$ cat config.mk
export PLATFORM = sky130hd
export DESIGN_NAME = lfsr_prng_flat
export DESIGN_NICKNAME = d
export VERILOG_FILES = /design/src/rtl/lfsr_prng_if.sv /design/src/rtl/lfsr_prng.sv /design/src/flat_wrapper.sv
export SDC_FILE = /design/constraint.sdc
export NUM_CORES = 1
export LEC_CHECK = 0
export CORE_MARGIN = 1.5
export CORE_UTILIZATION = 41
export DETAILED_ROUTE_END_ITERATION = 6
export PLACE_DENSITY_LB_ADDON = 0.2
export SYNTH_ARGS = -nofsm -noshare
export SYNTH_HDL_FRONTEND = slang
export SYNTH_SLANG_ARGS = --single-unit
$ cat constraint.sdc
create_clock -name clk -period 1.8 [get_ports clk]
set_clock_uncertainty 0.2 [all_clocks]
set_input_delay 0.36 -clock clk [delete_from_list [all_inputs] [get_ports clk]]
set_output_delay 0.36 -clock clk [all_outputs]
set_load 0.03 [all_outputs]
$ cat src/rtl/lfsr_prng_if.sv
// Output word stream of lfsr_prng: valid/ready with back-pressure.
// master drives data/valid, slave drives ready.
interface lfsr_prng_if #(
    parameter int P_OUT_BITS = 1
);
    logic [P_OUT_BITS-1:0] out_data;
    logic                  out_valid;
    logic                  out_ready;

    modport master (output out_data, output out_valid, input out_ready);
    modport slave  (input out_data, input out_valid, output out_ready);
endinterface

$ cat src/rtl/lfsr_prng.sv
// lfsr_prng: parametrised Fibonacci LFSR whose feedback bits are packed
// MSB-first into P_OUT_BITS-wide words on a valid/ready stream.
// Runtime seed load; zero seeds are rejected with a one-cycle seed_err.
// Optional period monitor enabled by defining LFSR_PERIOD_CNT_EN; without it
// period_cnt/period_wrap are tied to zero.
module lfsr_prng #(
    parameter int                   P_WIDTH     = 32,
    parameter logic [P_WIDTH-1:0]   P_TAPS      = P_WIDTH'(32'h80000062),
    parameter logic [P_WIDTH-1:0]   P_INIT_SEED = '1,
    parameter int                   P_OUT_BITS  = 1
) (
    input  logic               clk,
    input  logic               rst_n,
    input  logic               en,
    input  logic [P_WIDTH-1:0] seed,
    input  logic               seed_wr,
    lfsr_prng_if.master        m_out,
    output logic               seed_err,
    output logic               y,
    output logic [P_WIDTH-1:0] lfsr,
    output logic [P_WIDTH-1:0] period_cnt,
    output logic               period_wrap
);

    if (P_WIDTH < 3 || P_WIDTH > 64) begin : g_bad_width
        $error("lfsr_prng: P_WIDTH must be in 3..64");
    end
    if (P_INIT_SEED == '0) begin : g_bad_seed
        $error("lfsr_prng: P_INIT_SEED must be nonzero");
    end
    if (P_OUT_BITS < 1 || P_OUT_BITS > P_WIDTH) begin : g_bad_out_bits
        $error("lfsr_prng: P_OUT_BITS must be in 1..P_WIDTH");
    end

    logic [P_WIDTH-1:0]    r_sr;
    logic [P_WIDTH-1:0]    w_next;
    logic                  w_y;
    logic                  w_advance;
    logic                  w_seed_ok;
    logic                  w_seed_zero;
    logic                  w_last;
    logic                  w_complete;
    logic [P_OUT_BITS-1:0] w_word;
    logic [P_OUT_BITS-1:0] r_data;
    logic                  r_valid;
    logic                  r_seed_err;

    assign w_y         = ^(r_sr & P_TAPS);
    assign w_next      = {r_sr[P_WIDTH-2:0], w_y};
    assign w_advance   = en && !(r_valid && !m_out.out_ready);
    assign w_seed_ok   = seed_wr && (seed != '0);
    assign w_seed_zero = seed_wr && (seed == '0);
    assign w_complete  = w_advance && w_last;

    // Single-bit words need neither a collector nor a bit counter.
    if (P_OUT_BITS == 1) begin : g_single
        assign w_word = w_y;
        assign w_last = 1'b1;
    end else begin : g_multi
        localparam int CW = $clog2(P_OUT_BITS);
        logic [P_OUT_BITS-2:0] r_col;
        logic [CW-1:0]         r_cnt;

        assign w_word = {r_col, w_y};
        assign w_last = (r_cnt == CW'(P_OUT_BITS - 1));

        // Collector and bit counter: cleared on seed load and on word completion.
        always_ff @(posedge clk or negedge rst_n) begin
            if (!rst_n) begin
                r_col <= '0;
                r_cnt <= '0;
            end else if (w_seed_ok) begin
                r_col <= '0;
                r_cnt <= '0;
            end else if (w_advance) begin
                if (w_last) begin
                    r_col <= '0;
                    r_cnt <= '0;
                end else begin
                    r_col <= w_word[P_OUT_BITS-2:0];
                    r_cnt <= r_cnt + CW'(1);
                end
            end
        end
    end

    // Shift register: seed load wins over a shift in the same cycle.
    always_ff @(posedge clk or negedge rst_n) begin
        if (!rst_n) begin
            r_sr <= P_INIT_SEED;
        end else if (w_seed_ok) begin
            r_sr <= seed;
        end else if (w_advance) begin
            r_sr <= w_next;
        end
    end

    // Output word register; a completing word replaces one being accepted.
    always_ff @(posedge clk or negedge rst_n) begin
        if (!rst_n) begin
            r_data  <= '0;
            r_valid <= 1'b0;
        end else if (w_seed_ok) begin
            r_valid <= 1'b0;
        end else if (w_complete) begin
            r_data  <= w_word;
            r_valid <= 1'b1;
        end else if (r_valid && m_out.out_ready) begin
            r_valid <= 1'b0;
        end
    end

    // Zero-seed rejection flag, one pulse per rejected strobe cycle.
    always_ff @(posedge clk or negedge rst_n) begin
        if (!rst_n) begin
            r_seed_err <= 1'b0;
        end else begin
            r_seed_err <= w_seed_zero;
        end
    end

`ifdef LFSR_PERIOD_CNT_EN
    logic [P_WIDTH-1:0] r_ref;
    logic [P_WIDTH-1:0] r_pcnt;
    logic               r_wrap;

    // Period monitor: counts shifts and flags return to the start state.
    always_ff @(posedge clk or negedge rst_n) begin
        if (!rst_n) begin
            r_ref  <= P_INIT_SEED;
            r_pcnt <= '0;
            r_wrap <= 1'b0;
        end else if (w_seed_ok) begin
            r_ref  <= seed;
            r_pcnt <= '0;
            r_wrap <= 1'b0;
        end else if (w_advance) begin
            if (w_next == r_ref) begin
                r_pcnt <= '0;
                r_wrap <= 1'b1;
            end else begin
                r_pcnt <= r_pcnt + P_WIDTH'(1);
                r_wrap <= 1'b0;
            end
        end else begin
            r_wrap <= 1'b0;
        end
    end

    assign period_cnt  = r_pcnt;
    assign period_wrap = r_wrap;
`else
    assign period_cnt  = '0;
    assign period_wrap = 1'b0;
`endif

    assign m_out.out_data  = r_data;
    assign m_out.out_valid = r_valid;
    assign seed_err        = r_seed_err;
    assign y               = w_y;
    assign lfsr            = r_sr;

endmodule

$ cat src/flat_wrapper.sv
// flat-port wrapper written by rule: the top's interface ports become plain ports
module lfsr_prng_flat 
#(
    parameter int                   P_WIDTH     = 32,
    parameter logic [P_WIDTH-1:0]   P_TAPS      = P_WIDTH'(32'h80000062),
    parameter logic [P_WIDTH-1:0]   P_INIT_SEED = '1,
    parameter int                   P_OUT_BITS  = 1
)
  (clk, rst_n, en, seed, seed_wr, seed_err, y, lfsr, period_cnt, period_wrap, m_out_out_data, m_out_out_valid, m_out_out_ready);
  lfsr_prng_if #(.P_OUT_BITS(P_OUT_BITS)) m_out_i ();
  input  logic clk;
  input  logic rst_n;
  input  logic en;
  input  logic [P_WIDTH-1:0] seed;
  input  logic seed_wr;
  output logic seed_err;
  output logic y;
  output logic [P_WIDTH-1:0] lfsr;
  output logic [P_WIDTH-1:0] period_cnt;
  output logic period_wrap;
  output wire logic [$bits(m_out_i.out_data)-1:0] m_out_out_data;
  output wire logic [$bits(m_out_i.out_valid)-1:0] m_out_out_valid;
  input wire logic [$bits(m_out_i.out_ready)-1:0] m_out_out_ready;
  assign m_out_out_data = m_out_i.out_data;
  assign m_out_out_valid = m_out_i.out_valid;
  assign m_out_i.out_ready = m_out_out_ready;
  lfsr_prng #(.P_WIDTH(P_WIDTH), .P_TAPS(P_TAPS), .P_INIT_SEED(P_INIT_SEED), .P_OUT_BITS(P_OUT_BITS)) u_core (.clk(clk), .rst_n(rst_n), .en(en), .seed(seed), .seed_wr(seed_wr), .m_out(m_out_i), .seed_err(seed_err), .y(y), .lfsr(lfsr), .period_cnt(period_cnt), .period_wrap(period_wrap));
endmodule
Yosys cells after proc, flatten, opt, wreduce, memory -nomap -nowiden
Cells that the tools add are included.
{"block": "classes", "reduce_logical": 13, "bitwise": 1, "mux": 5}
{"operator": "$mux W32", "n": 2}
{"operator": "$logic_not A32 Y1", "n": 1}
{"operator": "$reduce_bool A32 Y1", "n": 1}
{"operator": "$reduce_xor A32 Y1", "n": 1}
{"operator": "$logic_and A1 B1 Y1", "n": 5}
{"operator": "$mux W1", "n": 3}
{"operator": "$reduce_bool A3 Y1", "n": 1}
{"operator": "$logic_not A1 Y1", "n": 2}
{"operator": "$reduce_and A2 Y1", "n": 1}
{"operator": "$reduce_bool A2 Y1", "n": 1}
{"operator": "$not A1 Y1", "n": 1}
{"block": "totals", "output_inout_bits": 69, "regBits": 35, "inputBits": 37, "wordCells": 23}

Depth between registers and ports, before layout
Gate-level depths: netlist of run 1.
{"block": "logic_depth", "ltp_word": 6, "depth_mapped": 7, "mapped_depth_nobuf": 5}

Least setup slack after synthesis of run 1
OpenSTA, ideal clock, no wires.
{"block": "synth_timing", "kind": "register to register", "from": "register u_core.r_sr[6] (netlist: u_core.lfsr[6])", "to": "register u_core.r_sr[0] (netlist: u_core.lfsr[0])", "period_less_slack_ps": 2004, "t_required_ps": 1540, "slack_ps": -204, "setup_time_ps": 60, "arrival_ps": 1745, "n_path_buf": 0, "stages_incl_launch_ff": 5, "cell_sequence": "dfstp_2 xor2_1 xnor2_1 mux2_2 mux2_2"}
{"block": "synth_between", "elab_chain_cells": 3}
{"element": "start, declared", "line": "lfsr_prng.sv:35", "rtl": "logic [P_WIDTH-1:0] r_sr;"}
{"element": "start signal, assigned", "line": "lfsr_prng.sv:94", "rtl": "r_sr <= w_next;"}
{"element": "$reduce_xor A32 Y1", "line": "lfsr_prng.sv:48", "rtl": "assign w_y = ^(r_sr & P_TAPS);"}
{"element": "named net y", "line": "flat_wrapper.sv:17", "rtl": "output logic y;"}
{"element": "$mux W32", "line": "lfsr_prng.sv:93", "rtl": "end else if (w_advance) begin"}
{"element": "$mux W32", "line": "lfsr_prng.sv:91", "rtl": "end else if (w_seed_ok) begin"}
The timed path passes the listed nets, and every way through them passes these cells. The select of a mux whose other input is x is not followed.
A chain may end at the register's enable or synchronous reset.

Worst setup path in the final report of run 1
{"block": "layout_timing", "from": "register u_core.r_sr[6] (netlist: u_core.lfsr[6])", "to": "output port y"}
{"block": "layout_between", "elab_chain_cells": 1}
{"element": "$reduce_xor A32 Y1", "line": "lfsr_prng.sv:48"}
{"element": "end, declared", "line": "flat_wrapper.sv:17"}
Every way passes these cells.

==> run summary, run 1 <==
The flow ran to the end, but the final reports show violations. The checks that failed: negative setup slack. The starting utilization of the core area is 42.43%. The final cycle utilization of the critical path came out at 107.0%.

The detail route stage leaves a number of antenna-violating nets equal to 0. The final weighted congestion in routability-driven placement came out at 0.7218. The overall power is around 2700 µW. After synthesis, the largest family of logic cells by area is buffers and inverters.

The worst path buffer plus inverter count is 1. TritonCTS created 5 clock buffers. The stage delay of the slowest cell on the critical path is 0.59 ns. Clock-pin slew was measured on the worst setup and hold paths at 0.07 ns. The number of hold-repair buffers added at the cts stage came out at 0. The critical path goes through xor2_4, xnor2_4, buf_6. The number of antenna violations at the first check in global routing came out at 0. The timing-limited maximum frequency is 519.4 MHz. The xor and xnor fraction of the mapped netlist area came out at 1.220%. Power spread over the standard cell area amounts to around 820 mW/mm².

By area the synthesized netlist is led by dfstp_2, mux2i_1, a21oi_2. The category of the worst setup path capture point is an output pin. The detailed-placement wirelength estimate came out at 3.561 mm. The maximum level of the CTS H-tree is 2.

The mux contribution to synthesized area came out at 15.98%. The number of unique standard cell types used by synthesis came out at 24. The count of unresolved DRC violations after routing is 0. The worst setup path is launched from a flip-flop. The number of DRC violations after detailed-routing iteration 0 came out at 76. The share of layout cells above drive strength 1 is 55.59%. The maximum vdd drop came out at 0.0005482 V. The worst reg-to-reg path cell count is 6. The max-slew violation total from the final report is 0. At the worst endpoint, the arrival time is 1.37 ns.

The synthesis-to-layout area growth came out at 54.33%. For this run, the leading register cell type out of synthesis is dfstp_2. The post-route minimum period came out at 1.925 ns. The fraction of post-synthesis cell area in the top cell type by area is 39.05%. In this run the critical register-to-register path is launched from u_core.lfsr[6]. The cell type contributing the most total cell area after synthesis is dfstp_2. In this run the clock root is driven by a clkbuf_8. The count of nets after finishing is 340. Summed over all cells, the static leakage comes to about 0.0015 µW. The number of setup violations in the final report is 9. The total via count in the routed design is around 1700. The category of the most critical setup path is reg2out. The number of hold violations in the final report came to 0. The worst register-to-register path has a setup slack of -0.10 ns.

The top-level I/O count is 106. The worst-path cell with the longest stage delay is dfstp_2. The number of antenna diodes in the final layout is 0.

The count of state elements after synthesis is 35. The clock insertion delay at the later pin of the skew report came out at 0.28 ns. The width of the die came out at 75.47 µm. Setup repair after global routing could not meet its margin everywhere. Summing the areas of all compound-gate instances in the mapped netlist gives between 10% and 20% of the synthesized area. The endpoint required time on the critical path came out at 1.24 ns. The count of maximum capacitance violations came out at 0.

Counting along the longest clock path gives a buffer depth of 2. The standard-cell row count is 26. Counting instances in the post-synthesis netlist gives the leading cell types as buf_4, dfstp_2, mux2i_1, nor2_1, a21oi_2.

Dividing the synthesized area by the synthesized cell count gives about 11 µm². Summing the areas of all fa, ha and maj instances in the mapped netlist gives 0% of the synthesized area. The TritonCTS clock tree is built. The area of the core came out at 0.005075 mm². In the post-route analysis, the smallest setup slack over all paths is -0.1252 ns.

Dividing the detail-routed wire length by the instance count gives around 14 µm. The total die area is 0.005696 mm². The aggregate routed wire length is 5.051 mm. The cell count after synthesis came out at 196. The height of the chip is ~75 µm. The number of enable-type register cells in the synthesized netlist came out at 0. The count of buffers from port buffering came out at 72. The family with the most delay on the worst path is flip-flops. The post-synthesis cell area is 0.002153 mm². The register area share after synthesis came out at 42.53%. Dividing the detail-routed via count by the number of cells gives 4.492. The share of synthesized registers carrying an async set or reset came out at 100.0%. The count of yosys warnings during synthesis is 0. The remaining global-route overflow came out at 0. The largest net degree at the start of global routing is 20. Of all nets on the critical path, the largest fanout is 2. The final total negative setup slack came out at -0.2974 ns. The worst reg2reg path endpoint is u_core.lfsr[0]. The global routing usage summed across all routing layers came out at between 10% and 20%. The via count of the first global-routing pass is between 1500 and 2000. The first-pass GRT wire length is 7.734 mm. The post-synthesis simple-gate area fraction is 9.297%.

Before antenna repair, the detailed router went through 4 iterations. The number of clock sinks seen by CTS is 35. Among all cell types in the netlist, the one instantiated most often is buf_4.

The class of the most critical hold timing path is in2async.
==> state kept, by name, summed over array words and instances (netlist names) <==
name / count
u_core.lfsr: 32
u_core.seed_err: 1
u_core.m_out.out_valid: 1
u_core.m_out.out_data: 1
==> repair_timing <==
action | CTS | global route
gates resized for setup | 144 | 62
cloned | 2 | 0
setup endpoints to repair | 64 | 58
buffers inserted | 7 | 4
pin swaps | 13 | 9
==> worst max-delay path by stage <==
stage | from | to | slack (ns) | depth (start not counted)
floorplan | u_core.lfsr[31] | u_core.lfsr[0] | -0.02 | 4
global placement | seed[30] | u_core.m_out.out_data | -0.74 | 6
detailed placement | seed[30] | u_core.m_out.out_data | -0.82 | 6
CTS | u_core.lfsr[6] | y | -0.16 | 3
global route | u_core.lfsr[6] | y | -0.18 | 3
finish | u_core.lfsr[6] | y | -0.13 | 3
==> cells in the final DEF, fill, tap and decap left out <==
cell type        Yosys  final
a21oi_2             29     31
dfstp_2             32     32
buf_16               0      1
clkdlybuf4s50_1      0      3
mux2i_1             31     31
nand4_1              2      2
clkbuf_2             0     10
buf_2                3     12
buf_4               33     33
nor4_2               0      3
clkdlybuf4s15_1      0     24
dlygate4sd2_1        0      9
clkbuf_8             3      7
mux2_2               3      1
clkbuf_1             0      1
buf_8                0      1
conb_1               1     33
dfrtp_1              3      3
xnor2_2              0      1
nor4_4               0      5
nor3_1               1      1
nand2_2              0      1
buf_6                1      9
inv_1                2      2
xor2_4               0      1
nor2_1              31     24
buf_12               3      7
xnor2_4              0      1
a21boi_0             1      1
clkdlybuf4s15_2      0      2
nand2b_1             1      1
nor2_4               0      7
mux2_4               0      2
o21ai_4              0      1
nor2b_4              0      1
==> worst reg2reg max path: stages (launching register included) <==
cell and delay (ns):
dfstp_2 0.59, xor2_4 0.21, xnor2_4 0.08, buf_4 0.14
buf_6 0.11, mux2_2 0.25, mux2_4 0.26
==> stage by stage <==
| step | instances | setup WS, ns | hold slack (ns) | instance area [µm²] | util [%] |
|---|---|---|---|---|---|
| finish | 374 | -0.1252 | 0.1096 | 3323 | 65.48 |
| global route | 374 | -0.1757 | 0.1038 | 3323 | 65.48 |
| CTS | 371 | -0.1634 | 0.1179 | 3234 | 63.73 |
| detailed placement | 356 | -0.8241 | 0.3207 | 3019 | 59.49 |
| global placement | 356 | -0.7433 | 0.3139 | 3019 | 59.49 |
| floorplan | 228 | -0.02150 | -0.1356 | 2318 | - |
==> cell type report <==
class	count	area, µm²
Fill cell	432	1752
Tap cell	70	87.58
Clock buffer	8	100.1
Sequential cell	35	915.9
Inverter	2	7.507
Multi-Input combinational cell	148	1199
Timing Repair Buffer	111	1013
==> cell families after synthesis <==
logic type	count (synthesis)
AOI/OAI and AO/OA	33
DFF	35
muxes	34
buffers and inverters	45
xor gates and xnor gates	3
other	1
and+or+nand+nor	45
==> layer usage <==
layer,global-route usage (%),wire (µm)
met1,23.32,2170
met2,30.90,2592
met3,3.968,212
met4,6.548,75
met5,0,0
==> power breakdown <==
group,switching (µW),internal (µW),leakage (µW)
registers,81.9,945,0.000376
logic,617,468,0.00109
clock network,279,349,0.0000515
total,978,1760,0.00151
Power figures use the tool's default switching activity.
==> run 2: changes to the inputs <==
- CORE_UTILIZATION: 41 -> 44
- SETUP_SLACK_MARGIN: unset -> 0.4
- clock period: 1.8 -> 2.3 ns (I/O delays scaled with it)
==> run 2 against run 1 <==
The run now ends clean. Routed wire length is 5.3% higher. First-iteration DRC count down 42%. Worst hold slack improved by 0.13 ns. Critical path depth stayed put. Register-to-register slack better by 0.65 ns. Sequential share of layout area up 0.25 points.
==> run summary, run 2 (same netlist as run 1, synthesis figures left out) <==
TritonCTS built the clock tree. The max-slew violation total from the final report came out at 0 (unchanged). The total power divided by cell area is 632.3 mW/mm² (-23%).

The post-detailed-route via-to-cell ratio came to 4.571 (+1.8%). The count of nets after finishing was 342 (+0.59%). The standard-cell row count was 25 (-3.8%).

The via count of the first global-routing pass is 1708 (+8.6%). The area of the core came out at 0.004723 mm² (-6.9%). The clock group share of total power is 22.0% (-0.9 points). The count of buffers from port buffering came out at 72 (unchanged). The first-pass GRT wire length is 8.355 mm (+8.0%).

The total die area is 0.005322 mm² (-6.6%). The maximum level of the CTS H-tree was 2 (unchanged). The maximum vdd drop is 0.0003510 V (-36%).

The internal power of the cells is 1327 µW (-25%). The final total negative setup slack is 0 ns (+0.2974 ns). The slowest stage of the critical path belongs to the cell dfstp_2. The endpoint required time on the critical path came out at 1.64 ns (+0.40 ns). The count of maximum capacitance violations came out at 0 (unchanged). The switching power summed over all nets came to 755.0 µW (-23%). The height of the chip was 72.96 µm (-3.3%). The number of hold violations in the final report was 0 (unchanged). The number of DRC violations after detailed-routing iteration 0 came to 44 (-42%). The min-delay analysis places its worst path in the category in2reg.

The category of the most critical setup path is reg2out. STA classifies the critical path startpoint as a flip-flop. The synthesis-to-layout area growth is 52.93%.

The number of CTS-inserted buffers came to 5 (unchanged). The overall power is 2082 µW (-24%). The share of layout cells above drive strength 1 came out at 53.27% (-2.3 points). The worst reg-to-reg path cell count came out at 5 (-1). The number of antenna violations at the first check in global routing came out at 0 (unchanged). The global routing usage summed across all routing layers is 20.38% (+2.0 points). The number of clock sinks seen by CTS is 35 (unchanged). The critical-path maximum fanout came out at 2 (unchanged).

The detailed-placement wirelength estimate came out at 3.495 mm (-1.9%). The clock-pin slew of the registers on the worst-case setup and hold paths came out at 0.07 ns (about the same). The count of TritonRoute iterations in the first routing pass is 4 (unchanged). The proportion of power drawn by flip-flops and latches came out at 38.7% (+1.2 points).

The remaining antenna violation count after routing is 0 (unchanged). The final weighted congestion in routability-driven placement is 0.7615 (+5.5%). The design area is 0.003293 mm² (-0.90%). The most frequent standard cell in the layout excluding fill and tap cells is conb_1.

The top cell types in the final layout, fill and taps aside, are conb_1, dfstp_2, mux2i_1, nor2_1, clkdlybuf4s15_1. The top-level I/O count was 106 (unchanged). The number of gates on the worst path with buffers counted came to 3 (unchanged). The stage delay of the slowest cell on the critical path is 0.57 ns (-0.02 ns). The starting utilization of the core area came out at 45.59% (+3.2 points). The clock insertion delay at the later pin of the skew report came out at 0.28 ns (about the same).

The largest net degree at the start of global routing is 36 (+80%). The static leakage came out at 0.001522 µW (+0.64%). The final cycle utilization of the critical path came out at ~86%. Setup repair after global routing could not meet its margin everywhere.

The number of cells on the worst hold path is 3. The number of antenna cells inserted came to 0 (unchanged). The run finished with clean final reports. The post-detailed-placement cell area was 0.002970 mm² (-1.6%).

The part of the power in combinational logic came out at 39.3% (-0.3 points). The remaining global-route overflow was 0 (unchanged). The tree is rooted in a clkbuf_8.

The post-route core utilization came out at 69.72% (+4.2 points). The signal on the critical path passes through xor2_2, xnor2_2, buf_6. The number of setup violations in the final report came out at 0 (-9). The buffer levels on the longest clock path is 2 (unchanged).

The family with the most delay on the worst path is flip-flops. The routed length per instance came out at 14.26 µm (+5.6%). The count of unresolved DRC violations after routing came out at 0 (unchanged). STA classifies the critical path endpoint as an output pin. The worst-case setup slack after placement was -0.3286 ns (+0.4955 ns).

The total via count in the routed design came to 1705 (+1.5%). The least setup slack across all paths after layout came out at 0.3119 ns (+0.4371 ns). The switching power as a share of total power is 36.26% (+0.57 points).

The post-route minimum period came out at 1.988 ns. The aggregate routed wire length came out at 5.319 mm (+5.3%). The arrival time reported for the critical path endpoint came out at 1.33 ns (-0.04 ns). The worst path buffer plus inverter count is 1 (unchanged). The number of flip-flops under the largest register name is 32 (unchanged).

The width of the die came out at 72.96 µm (-3.3%). Derived from the worst setup path, the maximum achievable clock frequency is 503.0 MHz.
run 2: metal layers:
| layer | up-vias | share of wire, % | GRT usage, % | wire length [µm] |
|---|---|---|---|---|
| li1 | 820 | - | - | - |
| met3 | 9 | 5.5 | 5.110 | 290 |
| met2 | 67 | 48 | 32.42 | 2562 |
| met1 | 809 | 45 | 27.80 | 2396 |
| met4 | 0 | 1.3 | 5.241 | 69 |
| met5 | - | 0 | 0 | 0 |
run 2: worst paths after layout:
kind | start | endpoint | slack [ns]
worst max-delay path | u_core.lfsr[31] | y | 0.31
worst min-delay path | seed[27] | u_core.lfsr[27] | 0.24
worst max register to register | u_core.lfsr[31] | u_core.lfsr[0] | 0.55
worst min register to register | u_core.m_out.out_data | u_core.m_out.out_data | 0.32
max in group asynchronous | rst_n | u_core.lfsr[20] | 1.17
min in group asynchronous | rst_n | u_core.m_out.out_valid | 0.40
run 2: area by class of cell:
type | count | area (µm²)
clock buffers | 7 | 86.33
clock inverters | 1 | 5.005
fillers | 383 | 1430
inverters | 2 | 7.507
multi-input cells | 148 | 1125
flip-flops and latches | 35 | 915.9
well taps | 67 | 83.83
repair buffers | 113 | 1070
run 2: worst reg2reg max path, cell delays in order (launching register included):
cell and delay, ns:
dfstp_2 0.57, xor2_2 0.17, xnor2_2 0.10, buf_4 0.15, mux2_2 0.26, mux2_4 0.25
run 2: power by group through the flow:
stage / combinational, µW / sequential [µW] / clock (µW)
after global routing: 870 / 817 / 499
after floorplan: 364 / 959 / 0
after detailed placement: 776 / 815 / 0
after CTS: 802 / 804 / 467
after global placement: 770 / 814 / 0
final: 819 / 805 / 458
run 2: metrics by stage:
stage	hold WS, ns	instances
after detailed placement	0.3186	350
after CTS	0.2424	370
after global placement	0.3214	350
after global routing	0.2397	373
final	0.2388	373
after floorplan	-0.03559	228
run 2: repair_timing:
action	CTS	global route
cloned	5	0
endpoints found under the hold margin	0	0
setup buffers	7	3
hold buffers	0	0
setup endpoints to repair	70	59
gates resized for setup	167	56
pin swaps	14	10
